===== src/rtl/ifetch_pkg.sv =====
// ifetch_pkg: shared widths, reset/halt constants and the fetch entry type
// for the instruction fetch front end.
package ifetch_pkg;

  localparam int unsigned ADDR_W    = 16;
  localparam int unsigned INSTR_W   = 16;
  localparam int unsigned BUF_DEPTH = 2;

  localparam logic [ADDR_W-1:0]  RESET_PC  = 16'h0000;
  localparam logic [INSTR_W-1:0] HALT_WORD = 16'h0000;

  typedef struct packed {
    logic [INSTR_W-1:0] instr;
    logic [ADDR_W-1:0]  pc;
  } fetch_entry_t;

  // Word-index PC increment; wraps modulo 2^ADDR_W.
  function automatic logic [ADDR_W-1:0] pc_inc(input logic [ADDR_W-1:0] pc);
    return pc + {{(ADDR_W-1){1'b0}}, 1'b1};
  endfunction

endpackage


===== src/rtl/instr_fetch_if.sv =====
// instr_fetch_if: memory address/data and decode valid/ready bundle.
// master = fetch unit, slave = memory + decode side.
interface instr_fetch_if import ifetch_pkg::*; ();

  logic [ADDR_W-1:0]  pc_o;
  logic [INSTR_W-1:0] instr_i;
  logic [INSTR_W-1:0] instr_o;
  logic [ADDR_W-1:0]  instr_pc_o;
  logic               instr_valid_o;
  logic               instr_ready_i;

  modport master (
    output pc_o,
    output instr_o,
    output instr_pc_o,
    output instr_valid_o,
    input  instr_i,
    input  instr_ready_i
  );

  modport slave (
    input  pc_o,
    input  instr_o,
    input  instr_pc_o,
    input  instr_valid_o,
    output instr_i,
    output instr_ready_i
  );

endinterface


===== src/rtl/ifetch_skid_buf.sv =====
// ifetch_skid_buf: 2-entry FIFO of fetch entries holding words that decode
// has not yet accepted. Flush wins over push and pop.
module ifetch_skid_buf import ifetch_pkg::*; (
  input  logic         clk,
  input  logic         rst,
  input  logic         i_push,
  input  logic         i_pop,
  input  logic         i_flush,
  input  fetch_entry_t i_push_data,
  output fetch_entry_t o_head,
  output logic [1:0]   o_occ
);

  fetch_entry_t r_mem [BUF_DEPTH];
  logic         r_wr_ptr;
  logic         r_rd_ptr;
  logic [1:0]   r_occ;

  // Entry storage; contents only matter while counted in r_occ.
  always_ff @(posedge clk or posedge rst) begin
    if (rst) begin
      for (int i = 0; i < int'(BUF_DEPTH); i++) begin
        r_mem[i] <= '0;
      end
    end else if (i_push && !i_flush) begin
      r_mem[r_wr_ptr] <= i_push_data;
    end
  end

  // Pointers and occupancy; a simultaneous push and pop keeps occupancy.
  always_ff @(posedge clk or posedge rst) begin
    if (rst) begin
      r_wr_ptr <= 1'b0;
      r_rd_ptr <= 1'b0;
      r_occ    <= 2'd0;
    end else if (i_flush) begin
      r_wr_ptr <= 1'b0;
      r_rd_ptr <= 1'b0;
      r_occ    <= 2'd0;
    end else begin
      if (i_push) begin
        r_wr_ptr <= ~r_wr_ptr;
      end
      if (i_pop) begin
        r_rd_ptr <= ~r_rd_ptr;
      end
      case ({i_push, i_pop})
        2'b10:   r_occ <= r_occ + 2'd1;
        2'b01:   r_occ <= r_occ - 2'd1;
        default: r_occ <= r_occ;
      endcase
    end
  end

  // Head entry and occupancy to the fetch control.
  always_comb begin
    o_head = r_mem[r_rd_ptr];
    o_occ  = r_occ;
  end

endmodule


===== src/rtl/instr_fetch.sv =====
// instr_fetch: PC register, one-deep in-flight tracking for the 1-cycle
// synchronous instruction memory, issue credit, bypass mux and skid buffer
// toward decode.
// Optional feature macro: IFETCH_HALT_EN (stop fetch on a HALT_WORD handshake).
module instr_fetch import ifetch_pkg::*; #(
  parameter logic [ADDR_W-1:0] RESET_PC = ifetch_pkg::RESET_PC
) (
  input  logic                clk,
  input  logic                rst,
  instr_fetch_if.master       bus,
  input  logic                redirect_i,
  input  logic [ADDR_W-1:0]   redirect_pc_i,
  output logic                halted_o
);

  logic [ADDR_W-1:0] r_pc;
  logic              r_inflight;
  logic [ADDR_W-1:0] r_inflight_pc;

  fetch_entry_t      w_head;
  fetch_entry_t      w_bypass;
  fetch_entry_t      w_out;
  logic [1:0]        w_occ;
  logic              w_buf_empty;
  logic              w_valid;
  logic              w_xfer;
  logic              w_pop;
  logic              w_push;
  logic              w_flush;
  logic              w_issue;
  logic [2:0]        w_used;
  logic              w_halt_hit;
  logic              w_halted;

  assign bus.pc_o = r_pc;

  // Youngest word from memory, and selection between buffer head and bypass.
  always_comb begin
    w_bypass.instr = bus.instr_i;
    w_bypass.pc    = r_inflight_pc;
    w_buf_empty    = (w_occ == 2'd0);
    w_valid        = !w_buf_empty || r_inflight;
    w_out          = w_buf_empty ? w_bypass : w_head;
  end

  // Handshake, buffer control and issue credit. Credit counts words that will
  // still be held after this cycle, so the buffer can never overflow.
  always_comb begin
    w_xfer  = w_valid && bus.instr_ready_i;
    w_pop   = w_xfer && !w_buf_empty;
    w_push  = r_inflight && !(w_xfer && w_buf_empty);
    w_flush = redirect_i || w_halt_hit;
    w_used  = {1'b0, w_occ} + {2'b00, r_inflight} - {2'b00, w_xfer};
    w_issue = (w_used < 3'(BUF_DEPTH)) && !w_halted && !w_flush;
  end

  // Decode-facing outputs, zeroed while nothing is valid.
  always_comb begin
    bus.instr_valid_o = w_valid;
    bus.instr_o       = w_valid ? w_out.instr : '0;
    bus.instr_pc_o    = w_valid ? w_out.pc    : '0;
  end

  // PC and in-flight tracking; redirect outranks issue.
  always_ff @(posedge clk or posedge rst) begin
    if (rst) begin
      r_pc          <= RESET_PC;
      r_inflight    <= 1'b0;
      r_inflight_pc <= '0;
    end else if (redirect_i) begin
      r_pc       <= redirect_pc_i;
      r_inflight <= 1'b0;
    end else begin
      r_inflight <= w_issue;
      if (w_issue) begin
        r_inflight_pc <= r_pc;
        r_pc          <= pc_inc(r_pc);
      end
    end
  end

`ifdef IFETCH_HALT_EN
  logic r_halted;

  assign w_halt_hit = w_xfer && (w_out.instr == HALT_WORD);
  assign w_halted   = r_halted;
  assign halted_o   = r_halted;

  // Halt latches on an accepted halt word; a redirect restarts fetch.
  always_ff @(posedge clk or posedge rst) begin
    if (rst) begin
      r_halted <= 1'b0;
    end else if (redirect_i) begin
      r_halted <= 1'b0;
    end else if (w_halt_hit) begin
      r_halted <= 1'b1;
    end
  end
`else
  assign w_halt_hit = 1'b0;
  assign w_halted   = 1'b0;
  assign halted_o   = 1'b0;
`endif

  ifetch_skid_buf u_skid (
    .clk         (clk),
    .rst         (rst),
    .i_push      (w_push),
    .i_pop       (w_pop),
    .i_flush     (w_flush),
    .i_push_data (w_bypass),
    .o_head      (w_head),
    .o_occ       (w_occ)
  );

endmodule


===== src/flat_wrapper.sv =====
// flat-port wrapper written by rule: the top's interface ports become plain ports
module instr_fetch_flat import ifetch_pkg::*;
#(
  parameter logic [ADDR_W-1:0] RESET_PC = ifetch_pkg::RESET_PC
)
  (clk, rst, redirect_i, redirect_pc_i, halted_o, bus_pc_o, bus_instr_o, bus_instr_pc_o, bus_instr_valid_o, bus_instr_i, bus_instr_ready_i);
  instr_fetch_if bus_i ();
  input  logic clk;
  input  logic rst;
  input  logic redirect_i;
  input  logic [ADDR_W-1:0] redirect_pc_i;
  output logic halted_o;
  output wire logic [$bits(bus_i.pc_o)-1:0] bus_pc_o;
  output wire logic [$bits(bus_i.instr_o)-1:0] bus_instr_o;
  output wire logic [$bits(bus_i.instr_pc_o)-1:0] bus_instr_pc_o;
  output wire logic [$bits(bus_i.instr_valid_o)-1:0] bus_instr_valid_o;
  input wire logic [$bits(bus_i.instr_i)-1:0] bus_instr_i;
  input wire logic [$bits(bus_i.instr_ready_i)-1:0] bus_instr_ready_i;
  assign bus_pc_o = bus_i.pc_o;
  assign bus_instr_o = bus_i.instr_o;
  assign bus_instr_pc_o = bus_i.instr_pc_o;
  assign bus_instr_valid_o = bus_i.instr_valid_o;
  assign bus_i.instr_i = bus_instr_i;
  assign bus_i.instr_ready_i = bus_instr_ready_i;
  instr_fetch #(.RESET_PC(RESET_PC)) u_core (.clk(clk), .rst(rst), .bus(bus_i), .redirect_i(redirect_i), .redirect_pc_i(redirect_pc_i), .halted_o(halted_o));
endmodule

===== config.mk =====
export PLATFORM = sky130hd
export DESIGN_NAME = instr_fetch_flat
export DESIGN_NICKNAME = d
export VERILOG_FILES = /design/src/rtl/ifetch_pkg.sv /design/src/rtl/instr_fetch_if.sv /design/src/rtl/ifetch_skid_buf.sv /design/src/rtl/instr_fetch.sv /design/src/flat_wrapper.sv
export SDC_FILE = /design/constraint.sdc
export NUM_CORES = 1
export LEC_CHECK = 0
export CORE_MARGIN = 3
export CORE_UTILIZATION = 55
export DETAILED_ROUTE_END_ITERATION = 8
export DONT_BUFFER_PORTS = 1
export PLACE_DENSITY = 0.66
export SETUP_SLACK_MARGIN = 0.2
export SLEW_MARGIN = 20
export SYNTH_ARGS = -nofsm -noshare
export SYNTH_HDL_FRONTEND = slang
export SYNTH_HIERARCHICAL = 1
export SYNTH_SLANG_ARGS = --single-unit

===== constraint.sdc =====
create_clock -name clk -period 5.9 [get_ports clk]
set_input_delay 0.59 -clock clk [delete_from_list [all_inputs] [get_ports clk]]
set_output_delay 0.59 -clock clk [all_outputs]
set_load 0.005 [all_outputs]

; After elaboration in Yosys (flattened, before gate mapping)
; Index checks and enable logic that the tools add are counted.
[totals]
output_inout_bits = 50
latch_bits = 0
regBits = 101
romBits = 0
ramBits = 0
n_memories = 0
[op_classes]
n_eq_ne = 2
n_shift = 0
div_mod_pow = 0
reduce_logical = 17
muxes = 18
add_sub_neg = 5
n_lt_le_gt_ge = 4
multipliers = 0
n_bitwise = 5
[ops]
columns = operator, count
row1 = 2-to-1 mux 32 bit, 5
row2 = bitwise mux 64 bit, 1
row3 = 2-to-1 mux 16 bit, 4
row4 = demux 32 bit (select 1 bit), 1
row5 = "adder 16 x 1 -> 16 bit, second input constant", 1
row6 = logical AND 1 bit, 7
row7 = nonzero test 2 bit, 3
row8 = 2-to-1 mux 1 bit, 5
row9 = "greater-or-equal comparator 2 bit, second input constant", 2
row10 = NOT 1 -> 2 bit, 2
row11 = one-hot mux 2 bit (2 select lines), 1
row12 = adder 2 x 1 -> 3 bit, 1
row13 = logical NOT 1 bit, 3
row14 = "< comparator 3 x 2 -> 1 bit, second input constant", 1
row15 = NOT 1 bit, 3
row16 = nonzero test 3 bit, 1
row17 = subtractor 3 x 1 -> 3 bit, 1
row18 = "adder 2 x 1 -> 2 bit, second input constant", 1
row19 = "equality test 2 x 1 -> 1 bit, second input constant", 1
row20 = "equality test 2 bit, second input constant", 1
row21 = logical NOT 2 bit, 1
row22 = "< comparator 2 x 1 -> 1 bit, second input constant", 1
row23 = 2-to-1 mux 2 bit, 1
row24 = AND reduction 2 bit, 1
row25 = 2 further kinds, 2

; Longest topological paths before layout
[depth]
word_depth = 10
depth_mapped = 11
depth_no_buf = 9

; By module
; The synthesis kept the hierarchy.
[modules_own_cells]
columns = module, seq_area_each_um2, cells_each, n_inst, area_each_um2
row1 = ifetch_skid_buf, 1701.6, 191, 1, 2977.9
row2 = instr_fetch, 825.8, 263, 1, 2178.3

; Worst setup path after synthesis
; No wires, ideal clock.
[synth_timing]
kind = reg2reg
from = register u_core.r_inflight
to = register u_core.r_inflight_pc[10]
slack_ps = 2790
required_ps = 5775
arrival_ps = 2985
period_less_slack_ps = 3110
setup_time_ps = 125
path_stages_with_launch = 12
cell_sequence = dfrtp_1 -> clkbuf_1 -> or3_1 -> and2_1 -> ha_1 -> nand2b_1 -> fa_1 -> xnor2_2 -> nand2_2 -> nor2_4 -> buf_6 -> mux2_2
[synth_via]
elab_chain_cells = 6
[synth_rtl]
columns = element, line
row1 = "start, declared", instr_fetch.sv:17  ; logic r_inflight;
row2 = "start signal, assigned", instr_fetch.sv:74  ; r_inflight <= w_issue;
row3 = logical OR 1 bit, instr_fetch.sv:42  ; w_valid = !w_buf_empty || r_inflight;
row4 = named net bus_instr_valid_o, flat_wrapper.sv:16  ; output wire logic [$bits(bus_i.instr_valid_o)-1:0] bus_instr_valid_o;
row5 = logical AND 1 bit, instr_fetch.sv:49  ; w_xfer = w_valid && bus.instr_ready_i;
row6 = subtractor 3 x 1 -> 3 bit, instr_fetch.sv:53  ; w_used = {1'b0, w_occ} + {2'b00, r_inflight} - {2'b00, w_xfer};
row7 = < comparator 3 x 2 -> 1 bit, instr_fetch.sv:54  ; w_issue = (w_used < 3'(BUF_DEPTH)) && !w_halted && !w_flush;
row8 = logical AND 1 bit, instr_fetch.sv:54
row9 = AND reduction 2 bit (no source line), --
row10 = "end signal, assigned", instr_fetch.sv:76  ; r_inflight_pc <= r_pc;
row11 = "end, declared", instr_fetch.sv:18  ; logic [ADDR_W-1:0] r_inflight_pc;
; The timed path passes the listed nets, and every way through them passes these cells.
; A chain may end at the register's enable or synchronous reset.

; Final worst setup path
[layout_timing]
from = register u_core.u_skid.r_occ[1] (netlist: u_core/u_skid/o_occ[1])
to = register u_core.r_inflight_pc[9]
[layout_via]
elab_chain_cells = 8
[layout_rtl]
columns = element, line
row1 = "start, declared", ifetch_skid_buf.sv:17  ; logic [1:0] r_occ;
row2 = "start signal, assigned", ifetch_skid_buf.sv:48  ; 2'b10: r_occ <= r_occ + 2'd1;
row3 = "start signal, assigned", ifetch_skid_buf.sv:49  ; 2'b01: r_occ <= r_occ - 2'd1;
row4 = "start signal, assigned", ifetch_skid_buf.sv:50  ; default: r_occ <= r_occ;
row5 = logical NOT 2 bit, instr_fetch.sv:41  ; w_buf_empty = (w_occ == 2'd0);
row6 = logical NOT 1 bit, instr_fetch.sv:42
row7 = logical OR 1 bit, instr_fetch.sv:42
row8 = named net bus_instr_valid_o, flat_wrapper.sv:16
row9 = logical AND 1 bit, instr_fetch.sv:49
row10 = subtractor 3 x 1 -> 3 bit, instr_fetch.sv:53
row11 = < comparator 3 x 2 -> 1 bit, instr_fetch.sv:54
row12 = logical AND 1 bit, instr_fetch.sv:54
row13 = AND reduction 2 bit (no source line), --
; The timed path passes the listed nets, and every way through them passes these cells.

==> impl_metrics.toml <==
[setup_path]
cp_max_fo = 17
rrSetupSlack_ns = 2.52
worst_setup_path_end_kind = "flip-flop"
required_ns = 6.13
cp_slowest_cell = "dfrtp_1"
worstPathCellList = "or3_1 -> and2_1 -> ha_1 -> nand2b_1 -> fa_1 -> xnor2_2 -> nand2_2 -> nor2_4 -> mux2_2"
reg2reg_to = "u_core/r_inflight_pc[9]"
cp-endpoint = "u_core/r_inflight_pc[9]"
worstRegToRegCells = 9
crit_path_start_kind = "flip-flop"
timing.rr.start = "u_core/u_skid/o_occ[1]"
crit_path_max_incr_delay_ns = 0.52
criticalPathCategory = "reg -> reg"
worstPathArrival_ns = 3.61
crit_start = "u_core/u_skid/o_occ[1]"

[layout]
utilization_pct = 60.2
area_delta_synth_final_pct = 4.30
final_cell_mix = "mux2_2 (107), dfrtp_1 (101), nand2_1 (80)"
final_nets = 484
num-fill-cells = 759
antenna_cells = 0
final_common_cell = "mux2_2"
final_area_um2 = 5380
multi_input_comb_area_um2 = 2440
drive_gt1_share_pct = 31.8
final-seq-area_um2 = 2530

[power]
sequentialPowerShare_pct = 42.5
pwr-share-clk_pct = 15.2
power.switching_mw = 1.07
p_comb_share_pct = 42.3
ir_drop_uv = 326
p_per_area_nw_per_um2 = 529
netSwitchingFraction_pct = 37.7
finalPower_mw = 2.84
internal-power_mw = 1.77
leakagePower_nw = 2.45

[drt]
drc = 0
wire_per_inst_um = 18.9
wirelength_um = 10500
drtIter0Drc = 165
postRouteAntennaNets = 0
vias = 3335
first_pass_iters = 4
via_per_inst = 5.98

[global_route]
grt_pass1_vias = 3484
antenna_found_initial = 0
gr-usage-all-layers_pct = 21.4
grt_start_max_net_pins = 69
grt_first_pass_wirelength_um = 17800
grt_overflow_total = 0

[logic_synthesis]
synth_compound_area_share_pct = 3.06
ys_seq_area_share_pct = 49.0
synthTopCellsByArea = "dfrtp_1 (49%), mux2_2 (23%), nand2_1 (5.8%)"
synth_mux_area_share_pct = 24.7
ys_async_sr_fraction_pct = 100
postSynthNetCount = 493
synth_fa_ha_area_share_pct = 0.874
synth_edf_count = 0
synth_cell_type_count = 51
syn_area_per_cell_um2 = 11.4
synth_area_leader_cell = "dfrtp_1"
synthXorXnorAreaFrac_pct = 2.50
synth_top_area_share_pct = 49.0
synth_simple_gate_area_share_pct = 16.2
ys_seq_elements = 101
syn_area_um2 = 5160
syn_inst = 454
synth_warnings = 6
ys.flop_type = "dfrtp_1"
synth_top_family_by_area = "multiplexers"

[clocking]
cts_setup_buffers = 0
clkTransAtPathRegs_ns = 0.09
cts_tree = "done"
clock_latency_ns = 0.35
clock-root-buffer = "clkbuf_8"
cts.sinks = 101
numCtsBuffers = 9
cts_buffer_depth = 2
hold_buffers = 0
cts_resized = 0
h-tree-depth = 3

[floorplanning]
core_area_um2 = 8930
io_pins = 86
start_util_pct = 57.7
die_h_um = 103
rows = 34
die_area_um2 = 10600
chipWidth_um = 103

[sta]
worstMarginPinSlew_ns = 0.876
hold_viol = 0
grt_setup_unrepaired = "false"
setup_tns_ns = 0
slew_viol_final = 0
skew_ns = 0.0107
min_period_ns = 3.38
fin_crit_sh_pct = 57.3
setup_viol = 0
fin_hold_ws_ns = 0.196
fmax_mhz = 296
maxSlewHeadroom_pct = 41.6

[place]
dp_hpwl_um = 6880
place_congestion = 0.816
dpl_cell_area_um2 = 5180
portBuffers = 0

[outcome]
outcome = "finished clean"

[flow_run]
maxCapViolCount = 0

[hold_path]
holdCritPathClass = "in -> async"
==> state kept, by name, indices dropped and copies added (netlist names) <==
name / flops
u_core/bus.pc_o: 16
u_core/r_inflight: 1
u_core/r_inflight_pc: 16
u_core/u_skid/o_occ: 2
u_core/u_skid/r_mem: 64
u_core/u_skid/r_rd_ptr: 1
u_core/u_skid/r_wr_ptr: 1
==> power groups by stage <==
stage          registers [mW]  clock network [mW]  logic, mW
2_1_floorplan            1.13                   0       1.04
3_3_place_gp             1.21                   0       1.18
3_5_place_dp             1.23                   0       1.21
4_1_cts                  1.21               0.447       1.22
5_1_grt                  1.26               0.478       1.34
6_report                 1.21               0.432       1.20
==> area by class of cell <==
class / instances / area share [%]
Sequential cell: 101 / 47.0
Multi-Input combinational cell: 319 / 45.4
Clock buffer: 12 / 2.70
Tap cell: 108 / 2.51
Timing Repair Buffer: 7 / 0.977
Clock inverter: 4 / 0.884
Inverter: 7 / 0.489
==> worst max-delay path, delay by kind of cell, from the launching register on <==
family,cells,cell delay (ns)
adders and majority gates,2,0.73
xor gates and xnor gates,1,0.29
DFF,1,0.52
and+or+nand+nor,5,1.32
muxes,1,0.40
==> metal layers <==
metal,track usage [%],vias up,wire length [um]
li1,-,1560,-
met1,29.0,1671,4780
met2,34.3,89,5020
met3,4.67,15,554
met4,7.57,0,176
met5,0,-,0
==> how the worst min path moves through the flow <==
stage | startpoint | endpoint | slack, ns
finish | rst | u_core/bus.pc_o[5] | 0.20
global route | rst | u_core/bus.pc_o[5] | 0.22
CTS | rst | u_core/bus.pc_o[5] | 0.20
detailed placement | u_core/u_skid/r_mem[59] | u_core/u_skid/r_mem[59] | 0.48
global placement | u_core/u_skid/r_mem[33] | u_core/u_skid/r_mem[33] | 0.46
floorplan | u_core/u_skid/r_mem[32] | u_core/u_skid/r_mem[32] | 0.45
==> logic make-up (layout without fill, tap and decap cells) <==
kind of cell	count (synthesis)	count (layout)
multiplexers	113	113
adder cells (fa/ha/maj)	3	3
XOR/XNOR	13	13
AND/OR/NAND/NOR	165	165
buffers and inverters	34	30
flip-flops	101	101
other	1	1
AO/OA/AOI/OAI	24	24
==> cell usage after synthesis, types with 3 or more instances <==
cell type and count:
nor3_1 4, mux2_1 5, a21boi_0 3, nor2_1 11, mux2_2 107, and2_1 4
nand2_1 80, a31oi_1 3, buf_4 5, buf_2 3, nand3_1 38, xor2_1 4
nor3b_1 3, clkbuf_1 14, nand2b_1 3, o21ai_0 10, xnor2_1 7, dfrtp_1 101
buf_6 5, inv_1 7
==> per-stage QoR <==
stage / setup WS (ns) / std cells
6_report: 2.52 / 558
5_1_grt: 2.29 / 558
4_1_cts: 2.48 / 558
3_5_place_dp: 2.51 / 542
3_3_place_gp: 2.56 / 542
2_1_floorplan: 2.79 / 454
(Power assumes the default switching activity.)
